[config.mk]
export PLATFORM = sky130hd
export DESIGN_NAME = mem_stage
export DESIGN_NICKNAME = d
export VERILOG_FILES = /design/src/rtl/mem_stage.sv
export SDC_FILE = /design/constraint.sdc
export NUM_CORES = 1
export LEC_CHECK = 0
export ABC_CLOCK_PERIOD_IN_PS = 3800
export CAP_MARGIN = 40
export CORE_MARGIN = 10
export CORE_UTILIZATION = 32
export CTS_CLUSTER_SIZE = 24
export DETAILED_ROUTE_END_ITERATION = 12
export PLACE_DENSITY_LB_ADDON = 0.05
export SLEW_MARGIN = 20
export SYNTH_ARGS = -nofsm -noshare
export SYNTH_HDL_FRONTEND = slang
export SYNTH_SLANG_ARGS = --single-unit
[constraint.sdc]
create_clock -name clk -period 3.8 [get_ports clk]
set_clock_uncertainty 0.2 [all_clocks]
set_input_delay 0.76 -clock clk [delete_from_list [all_inputs] [get_ports clk]]
set_output_delay 0.76 -clock clk [all_outputs]
set_load 0.005 [all_outputs]
[src/rtl/mem_stage.sv]
// mem_stage: memory stage of an RV32I pipeline.
// Decodes loads and stores coming out of the EX/MEM register and issues one
// data-memory request per access, holding it until dm_ack. It stalls
// upstream while the access is outstanding and feeds the MEM/WB register.
// Ports:
//   clk, rst_n              clock, synchronous active-low reset
//   M_*                     instruction currently in the EX/MEM register
//   dm_req/addr/we/wdata    registered data-memory request
//   dm_ack, dm_rdata        data-memory completion and read word
//   mem_stall               hold upstream stages (combinational)
//   W_*, LD_data            registered MEM/WB outputs
//   misalign_exc            one-cycle pulse for a misaligned access
module mem_stage (
  input  logic        clk,
  input  logic        rst_n,
  input  logic        M_valid,
  input  logic        M_mem_read,
  input  logic        M_mem_write,
  input  logic [2:0]  M_funct3,
  input  logic [31:0] M_alu_out,
  input  logic [31:0] M_rs2_data,
  input  logic [4:0]  M_rd,
  input  logic        M_reg_write,
  input  logic        M_wb_data_select,
  output logic        dm_req,
  output logic [31:0] dm_addr,
  output logic [3:0]  dm_we,
  output logic [31:0] dm_wdata,
  input  logic        dm_ack,
  input  logic [31:0] dm_rdata,
  output logic        mem_stall,
  output logic        W_valid,
  output logic [4:0]  W_rd,
  output logic        W_reg_write,
  output logic        W_wb_data_select,
  output logic [2:0]  W_funct3,
  output logic [31:0] W_alu_out,
  output logic [31:0] LD_data,
  output logic        misalign_exc
);

  localparam logic S_IDLE = 1'b0;
  localparam logic S_BUSY = 1'b1;

  logic        state_q, state_d;
  logic        dm_req_q, dm_req_d;
  logic [31:0] dm_addr_q, dm_addr_d;
  logic [3:0]  dm_we_q, dm_we_d;
  logic [31:0] dm_wdata_q, dm_wdata_d;
  logic        w_valid_q, w_valid_d;
  logic [4:0]  w_rd_q, w_rd_d;
  logic        w_reg_write_q, w_reg_write_d;
  logic        w_wbsel_q, w_wbsel_d;
  logic [2:0]  w_funct3_q, w_funct3_d;
  logic [31:0] w_alu_out_q, w_alu_out_d;
  logic [31:0] ld_data_q, ld_data_d;
  logic        misalign_exc_q, misalign_exc_d;

  // Captured instruction; upstream may only be trusted through these while BUSY.
  logic [4:0]  cap_rd_q, cap_rd_d;
  logic        cap_reg_write_q, cap_reg_write_d;
  logic        cap_wbsel_q, cap_wbsel_d;
  logic [2:0]  cap_funct3_q, cap_funct3_d;
  logic [31:0] cap_alu_out_q, cap_alu_out_d;
  logic        cap_load_q, cap_load_d;

  logic        access;
  logic        misaligned;
  logic [1:0]  off;
  logic [3:0]  st_we;
  logic [31:0] st_wdata;

  assign access = M_valid & (M_mem_read | M_mem_write);
  assign off    = M_alu_out[1:0];

  always_comb begin
    misaligned = 1'b0;
    st_we      = 4'b1111;
    st_wdata   = M_rs2_data;
    case (M_funct3[1:0])
      2'b00: begin
        st_we    = 4'b0001 << off;
        st_wdata = {4{M_rs2_data[7:0]}};
      end
      2'b01: begin
        misaligned = off[0];
        st_we      = 4'b0011 << off;
        st_wdata   = {2{M_rs2_data[15:0]}};
      end
      2'b10: misaligned = (off != 2'b00);
      default: ;
    endcase
  end

  // Next-state logic
  always_comb begin
    state_d = state_q;
    case (state_q)
      S_IDLE: if (access && !misaligned) state_d = S_BUSY;
      S_BUSY: if (dm_ack) state_d = S_IDLE;
      default: state_d = S_IDLE;
    endcase
  end

  // Output / datapath logic
  always_comb begin
    dm_req_d        = dm_req_q;
    dm_addr_d       = dm_addr_q;
    dm_we_d         = dm_we_q;
    dm_wdata_d      = dm_wdata_q;
    w_valid_d       = w_valid_q;
    w_rd_d          = w_rd_q;
    w_reg_write_d   = w_reg_write_q;
    w_wbsel_d       = w_wbsel_q;
    w_funct3_d      = w_funct3_q;
    w_alu_out_d     = w_alu_out_q;
    ld_data_d       = ld_data_q;
    misalign_exc_d  = 1'b0;
    cap_rd_d        = cap_rd_q;
    cap_reg_write_d = cap_reg_write_q;
    cap_wbsel_d     = cap_wbsel_q;
    cap_funct3_d    = cap_funct3_q;
    cap_alu_out_d   = cap_alu_out_q;
    cap_load_d      = cap_load_q;
    mem_stall       = 1'b0;
    case (state_q)
      S_IDLE: begin
        if (access && !misaligned) begin
          mem_stall       = 1'b1;
          dm_req_d        = 1'b1;
          dm_addr_d       = {M_alu_out[31:2], 2'b00};
          dm_we_d         = M_mem_write ? st_we : 4'b0000;
          dm_wdata_d      = st_wdata;
          w_valid_d       = 1'b0;
          cap_rd_d        = M_rd;
          cap_reg_write_d = M_reg_write & M_mem_read;
          cap_wbsel_d     = M_wb_data_select;
          cap_funct3_d    = M_funct3;
          cap_alu_out_d   = M_alu_out;
          cap_load_d      = M_mem_read;
        end else begin
          // Reaching here with access set means the access was misaligned.
          w_valid_d      = M_valid;
          w_rd_d         = M_rd;
          w_reg_write_d  = M_reg_write & ~access;
          w_wbsel_d      = M_wb_data_select;
          w_funct3_d     = M_funct3;
          w_alu_out_d    = M_alu_out;
          misalign_exc_d = access;
        end
      end
      S_BUSY: begin
        if (dm_ack) begin
          dm_req_d      = 1'b0;
          w_valid_d     = 1'b1;
          w_rd_d        = cap_rd_q;
          w_reg_write_d = cap_reg_write_q;
          w_wbsel_d     = cap_wbsel_q;
          w_funct3_d    = cap_funct3_q;
          w_alu_out_d   = cap_alu_out_q;
          // Raw lane-aligned load data; extension happens in writeback.
          if (cap_load_q) ld_data_d = dm_rdata >> {cap_alu_out_q[1:0], 3'b000};
        end else begin
          mem_stall = 1'b1;
          w_valid_d = 1'b0;
        end
      end
      default: ;
    endcase
    if (!rst_n) mem_stall = 1'b0;
  end

  // State register
  always_ff @(posedge clk) begin
    if (!rst_n) begin
      state_q        <= S_IDLE;
      dm_req_q       <= 1'b0;
      dm_addr_q      <= '0;
      dm_we_q        <= '0;
      dm_wdata_q     <= '0;
      w_valid_q      <= 1'b0;
      w_rd_q         <= '0;
      w_reg_write_q  <= 1'b0;
      w_wbsel_q      <= 1'b0;
      w_funct3_q     <= '0;
      w_alu_out_q    <= '0;
      ld_data_q      <= '0;
      misalign_exc_q <= 1'b0;
    end else begin
      state_q        <= state_d;
      dm_req_q       <= dm_req_d;
      dm_addr_q      <= dm_addr_d;
      dm_we_q        <= dm_we_d;
      dm_wdata_q     <= dm_wdata_d;
      w_valid_q      <= w_valid_d;
      w_rd_q         <= w_rd_d;
      w_reg_write_q  <= w_reg_write_d;
      w_wbsel_q      <= w_wbsel_d;
      w_funct3_q     <= w_funct3_d;
      w_alu_out_q    <= w_alu_out_d;
      ld_data_q      <= ld_data_d;
      misalign_exc_q <= misalign_exc_d;
    end
  end

  // Captured copies are pure data and need no reset.
  always_ff @(posedge clk) begin
    cap_rd_q        <= cap_rd_d;
    cap_reg_write_q <= cap_reg_write_d;
    cap_wbsel_q     <= cap_wbsel_d;
    cap_funct3_q    <= cap_funct3_d;
    cap_alu_out_q   <= cap_alu_out_d;
    cap_load_q      <= cap_load_d;
  end

  assign dm_req           = dm_req_q;
  assign dm_addr          = dm_addr_q;
  assign dm_we            = dm_we_q;
  assign dm_wdata         = dm_wdata_q;
  assign W_valid          = w_valid_q;
  assign W_rd             = w_rd_q;
  assign W_reg_write      = w_reg_write_q;
  assign W_wb_data_select = w_wbsel_q;
  assign W_funct3         = w_funct3_q;
  assign W_alu_out        = w_alu_out_q;
  assign LD_data          = ld_data_q;
  assign misalign_exc     = misalign_exc_q;

endmodule

Yosys cells after proc, flatten, opt, wreduce, memory -nomap -nowiden
Cells that the tools add are included.
{ "totals": {"ff_bits": 187, "latchBits": 0, "ramBits": 0, "romBits": 0, "input_bits": 112, "output_inout_bits": 146, "wordCells": 72, "n_memories": 0} }
{ "op_classes": {"add_sub_neg": 0, "mul": 0, "n_div": 0, "n_lt_le_gt_ge": 0, "eq_ne": 5, "shifts": 3, "muxes": 29, "n_bitwise": 7, "reduce_logical": 9} }
{ "op_table": {"columns": ["op", "n"], "rows": [
  ["$pmux W32 S2", 2],
  ["$mux W32", 2],
  ["$shr A32 B5 Y32", 1],
  ["$pmux W1 S2", 6],
  ["$mux W1", 11],
  ["$mux W5", 2],
  ["$pmux W5 S2", 1],
  ["$pmux W4 S2", 1],
  ["$mux W3", 2],
  ["$ne A2 B2 Y1 const B", 3],
  ["$pmux W3 S2", 1],
  ["$reduce_and A2 Y1", 3],
  ["$mux W4", 1],
  ["$shl A1 B2 Y4 const A", 1],
  ["$shl A2 B2 Y4 const A", 1],
  ["$and A1 B1 Y1", 3],
  ["$not A1 Y1", 3],
  ["$reduce_and A3 Y1", 1],
  ["$reduce_or A3 Y1", 1],
  ["$eq A2 B1 Y1 const B", 1],
  ["$eq A2 B2 Y1 const B", 1],
  ["$logic_not A2 Y1", 1],
  ["$reduce_bool A2 Y1", 1],
  ["$logic_and A1 B1 Y1", 1],
  ["2 further kinds", 2]
]} }

Depth between registers and ports, before layout
{ "logic_depth": {"ltp_word": 7, "depth_mapped": 10, "mapped_depth_nobuf": 6} }

Worst setup path before layout
OpenSTA, ideal clock, no wires.
{ "synth_path": {"path_kind": "input port to output port", "from": "input M_funct3[1]", "to": "output mem_stall", "arrival_time_ns": 2.368, "t_required_ns": 2.840, "setup_slack_ns": 0.472, "path_stages": 8, "cell_sequence": "clkbuf_1 > inv_1 > ha_1 > and2_4 > o21a_1 > buf_6 > o21ai_2 > and2_1"} }
{ "synth_between": {"elab_chain_cells": 7, "elab_cells_between_ends": 8, "classes_between": "eq/ne (2); mux (4); reduce/logical (2)"} }
{ "synth_rtl": {"columns": ["item", "line", "text"], "rows": [
  ["start, declared", "19", "input logic [2:0] M_funct3,"],
  ["$eq A2 B2 Y1 / $eq A2 B1 Y1 (equally long branches)", "80", "case (M_funct3[1:0])"],
  ["$pmux W1 S2 *", "80", null],
  ["$logic_not A1 Y1 *", "128", "if (access && !misaligned) begin"],
  ["$logic_and A1 B1 Y1 *", "128", null],
  ["$mux W1 *", "128", null],
  ["$pmux W1 S2 *", "126", "case (state_q)"],
  ["$mux W1 *", "170", "if (!rst_n) mem_stall = 1'b0;"],
  ["end, declared", "31", "output logic mem_stall,"]
]} }
Every way passes the cells marked *; elsewhere a longest branch is shown, timed or not.

Worst setup path after layout
Ends and elaborated chain as after synthesis.

==> impl_metrics.csv <==
group,metric,value,unit
yosys,syn_inst,833,
sta,slew_viol_final,0,
setup_path,cp.arrival,2.59,ns
cts,cts_buffers,17,
yosys,synth_most_common_cell,"dfxtp_1",
power_and_ir_drop,power.internal,3.55,mW
run_status,outcome,"complete, no violations",
layout,areaGrowthSynthToFinish,41.3,%
placed_design,dp_hpwl,19100,um
route,drc,0,
setup_path,max_stage_delay,0.52,ns
cts,clk_pin_slew,0.08,ns
layout,fill_cells,2424,
placed_design,port_buffers,255,
global_routing,grt_pass1_wl,44800,um
yosys,yosysUniqueCellTypes,43,
route,met2_length,13100,um
yosys,yosysTopAreaCell,"dfxtp_1",
setup_path,crit_type,"primary input to primary output",
cts,cts.sinks,187,
layout,seqCellArea,4180,um^2
yosys,ys.flop_type,"dfxtp_1",
cts,cts_root_buffer,"clkbuf_16",
sta,fin_worst_hold_slack,0.251,ns
setup_path,regToRegEndpoint,"W_wb_data_select",
route,routedWlPerCell,20.6,um
power_and_ir_drop,p_total,4.94,mW
cts,cts_buffer_depth,2,
floorplan,pin_count,258,
power_and_ir_drop,seqPwrFrac,46.1,%
yosys,async_flop_share,0,%
sta,relSlewSlack,42.3,%
power_and_ir_drop,swShare,28.2,%
cts,htree_num_levels,4,
sta,max_freq,282,MHz
setup_path,end_kind,"primary output",
cts,tritoncts,"done",
yosys,ys_top_cells_by_count,"dfxtp_1, o21ai_0, nand2_1",
yosys,syn_avg_cell_area,9.83,um^2
setup_path,slowest_stage,"clkdlybuf4s50_1",
setup_path,startpoint_type,"primary input",
yosys,ys_ff_latch,187,
power_and_ir_drop,peakVddDrop,0.000262,V
route,drt_pass1_iterations,5,
route,routed_wl,28700,um
power_and_ir_drop,powerDensity,427,nW/um^2
global_routing,grt_overflow,0,
setup_path,required,2.84,ns
cts,clkLatencyLatePin,0.42,ns
route,first_iter_violations,555,
floorplan,core_region_area,25200,um^2
setup_path,path_cells,"dlygate4sd2_1 > inv_1 > ha_1 > and2_4 > o21a_2 > o21ai_4 > and2_1 > clkdlybuf4s50_1",
sta,setup_viol,0,
setup_path,cp_top_family,"buffers and inverters",
sta,rsz0062_at_grt,"no",
power_and_ir_drop,pwr-share-clk,35.1,%
worst_hold_path,hold_start,"LD_data[28]",
yosys,ys.warnings.count,0,
worst_hold_path,holdPathEnd,"LD_data[28]",
yosys,yosysTopAreaCellShare,35.2,%
sta,fin_crit_sh,93.3,%
yosys,synth-edff-count,43,
global_routing,grt_pass1_vias,7253,
setup_path,reg2reg_depth,5,
layout,nNetsFinal,1161,
setup_path,worstPathMaxFanout,4,
worst_hold_path,hp-class,"register to register",
cts,ctsHoldBuffers,0,
power_and_ir_drop,p_comb_share,18.8,%
yosys,synth_area_leaders,"dfxtp_1, edfxtp_1, o21ai_0",
floorplan,die_area,32400,um^2
route,dr_total_vias,7189,
cts,post-cts-setup-buffers,0,
power_and_ir_drop,leakagePower,4.23,nW
route,wl_met3,1850,um
floorplan,start_util,32.5,%
power_and_ir_drop,power.switching,1.39,mW
floorplan,die_w,180,um
global_routing,grt_max_degree,194,
route,antenna_left,0,
setup_path,critPathBufInv,3,
global_routing,antenna_found_initial,4,
placed_design,gp_congestion,0.755,
sta,min_period,3.55,ns
worst_hold_path,min_path_cells,2,
global_routing,groute.usage.overall,17.2,%
cts,post_cts_resized,2,
route,top_layer,"met5",
setup_path,reg2reg_setup_slack,1.34,ns
floorplan,die-height,180,um
route,via_per_inst,5.17,
layout,multi_input_area,3590,um^2
job,maxCapViolations,0,
sta,tightest_slew,0.865,ns
layout,drive_above_1_share,7.28,%
sta,hold_viol_final,0,
yosys,netlist_area,8190,um^2
yosys,yosysSeqAreaShare,51.0,%
route,wl_met1,13300,um
floorplan,row_count,58,
setup_path,r2r_start,"state_q",
## layout make-up
cell class	instances	area share [%]
flip-flops and latches	187	36.1
multi-input cells	552	31.1
repair buffers	283	24.3
clock buffers	17	3.68
well taps	330	3.57
clock inverters	15	1.09
inverters	4	0.130
diodes	3	0.0649
## how the worst max path moves through the flow
stage	from	to	slack (ns)	cells after the start
final	M_funct3[1]	mem_stall	0.25	8
after global routing	M_funct3[1]	mem_stall	0.15	8
after CTS	M_funct3[1]	mem_stall	0.23	8
after detailed placement	M_funct3[1]	mem_stall	-0.02	8
after global placement	M_funct3[1]	mem_stall	-0.00003	8
after floorplan	M_funct3[1]	mem_stall	0.47	8
## registers in the layout (all words and copies together) (netlist names), 3 cells and up
name	cells
W_funct3	3
cap_funct3_q	3
dm_wdata	32
dm_we	4
W_alu_out	32
LD_data	32
dm_addr	30
cap_alu_out_q	32
W_rd	5
cap_rd_q	5
## metal layers
layer	GRT usage (%)	up-vias
li1	-	3559
met1	22.5	3423
met2	26.7	187
met3	5.50	18
met4	4.50	2
met5	0	-
## placed cells by master, fill, tap and decap left out, types with 3 or more instances in the layout
cell type,count
inv_8,5
mux2_2,8
a21boi_0,7
ha_1,4
nand4_1,47
mux2i_1,26
diode_2,3
o21ai_0,90
nor2_1,22
nor3_1,8
o211a_1,25
a22oi_1,16
o21ai_1,8
o2bb2ai_1,41
clkdlybuf4s50_1,251
o2111ai_1,9
edfxtp_1,43
dfxtp_1,143
buf_4,23
nand3b_1,46
inv_1,4
inv_6,3
clkbuf_16,17
nand3_1,35
nand2_1,76
nor2b_1,9
o221ai_1,4
o211ai_1,39
buf_12,4
a21oi_1,10
## through the flow
| stage | std cells | utilization, % | cell area [um^2] | worst slack (ns) | setup TNS [ns] |
|---|---|---|---|---|---|
| 3_5_place_dp | 1356 | 43.7 | 11000 | -0.0188 | -0.0188 |
| 2_1_floorplan | 834 | - | 8190 | 0.472 | 0 |
| 6_report | 1391 | 45.9 | 11600 | 0.254 | 0 |
| 5_1_grt | 1391 | 45.9 | 11600 | 0.150 | 0 |
| 3_3_place_gp | 1355 | 43.7 | 11000 | -0.0000313 | -0.0000313 |
| 4_1_cts | 1388 | 45.9 | 11600 | 0.232 | 0 |
## worst min-delay path, delay by kind of cell, from the launching register on
kind / cells / cell delay (ns)
compound gates: 1 / 0.05
simple gates: 1 / 0.05
flops: 1 / 0.31
## cell families after synthesis
kind of cell,after synthesis,synth area share (%)
AO/OA/AOI/OAI,261,22.2
flip-flops,187,51.0
adder cells (fa/ha/maj),4,0.611
multiplexers,34,4.28
buffers and inverters,95,5.39
other,1,0.0458
AND/OR/NAND/NOR,251,16.5
## power groups by stage
stage | sequential, mW | combinational, mW | clock (mW)
4_1_cts | 2.28 | 0.948 | 1.79
6_report | 2.28 | 0.928 | 1.73
3_5_place_dp | 2.32 | 0.945 | 0
2_1_floorplan | 2.32 | 0.393 | 0
5_1_grt | 2.30 | 1.02 | 1.87
3_3_place_gp | 2.33 | 0.940 | 0
No activity file was read; power rests on OpenSTA's default activity.
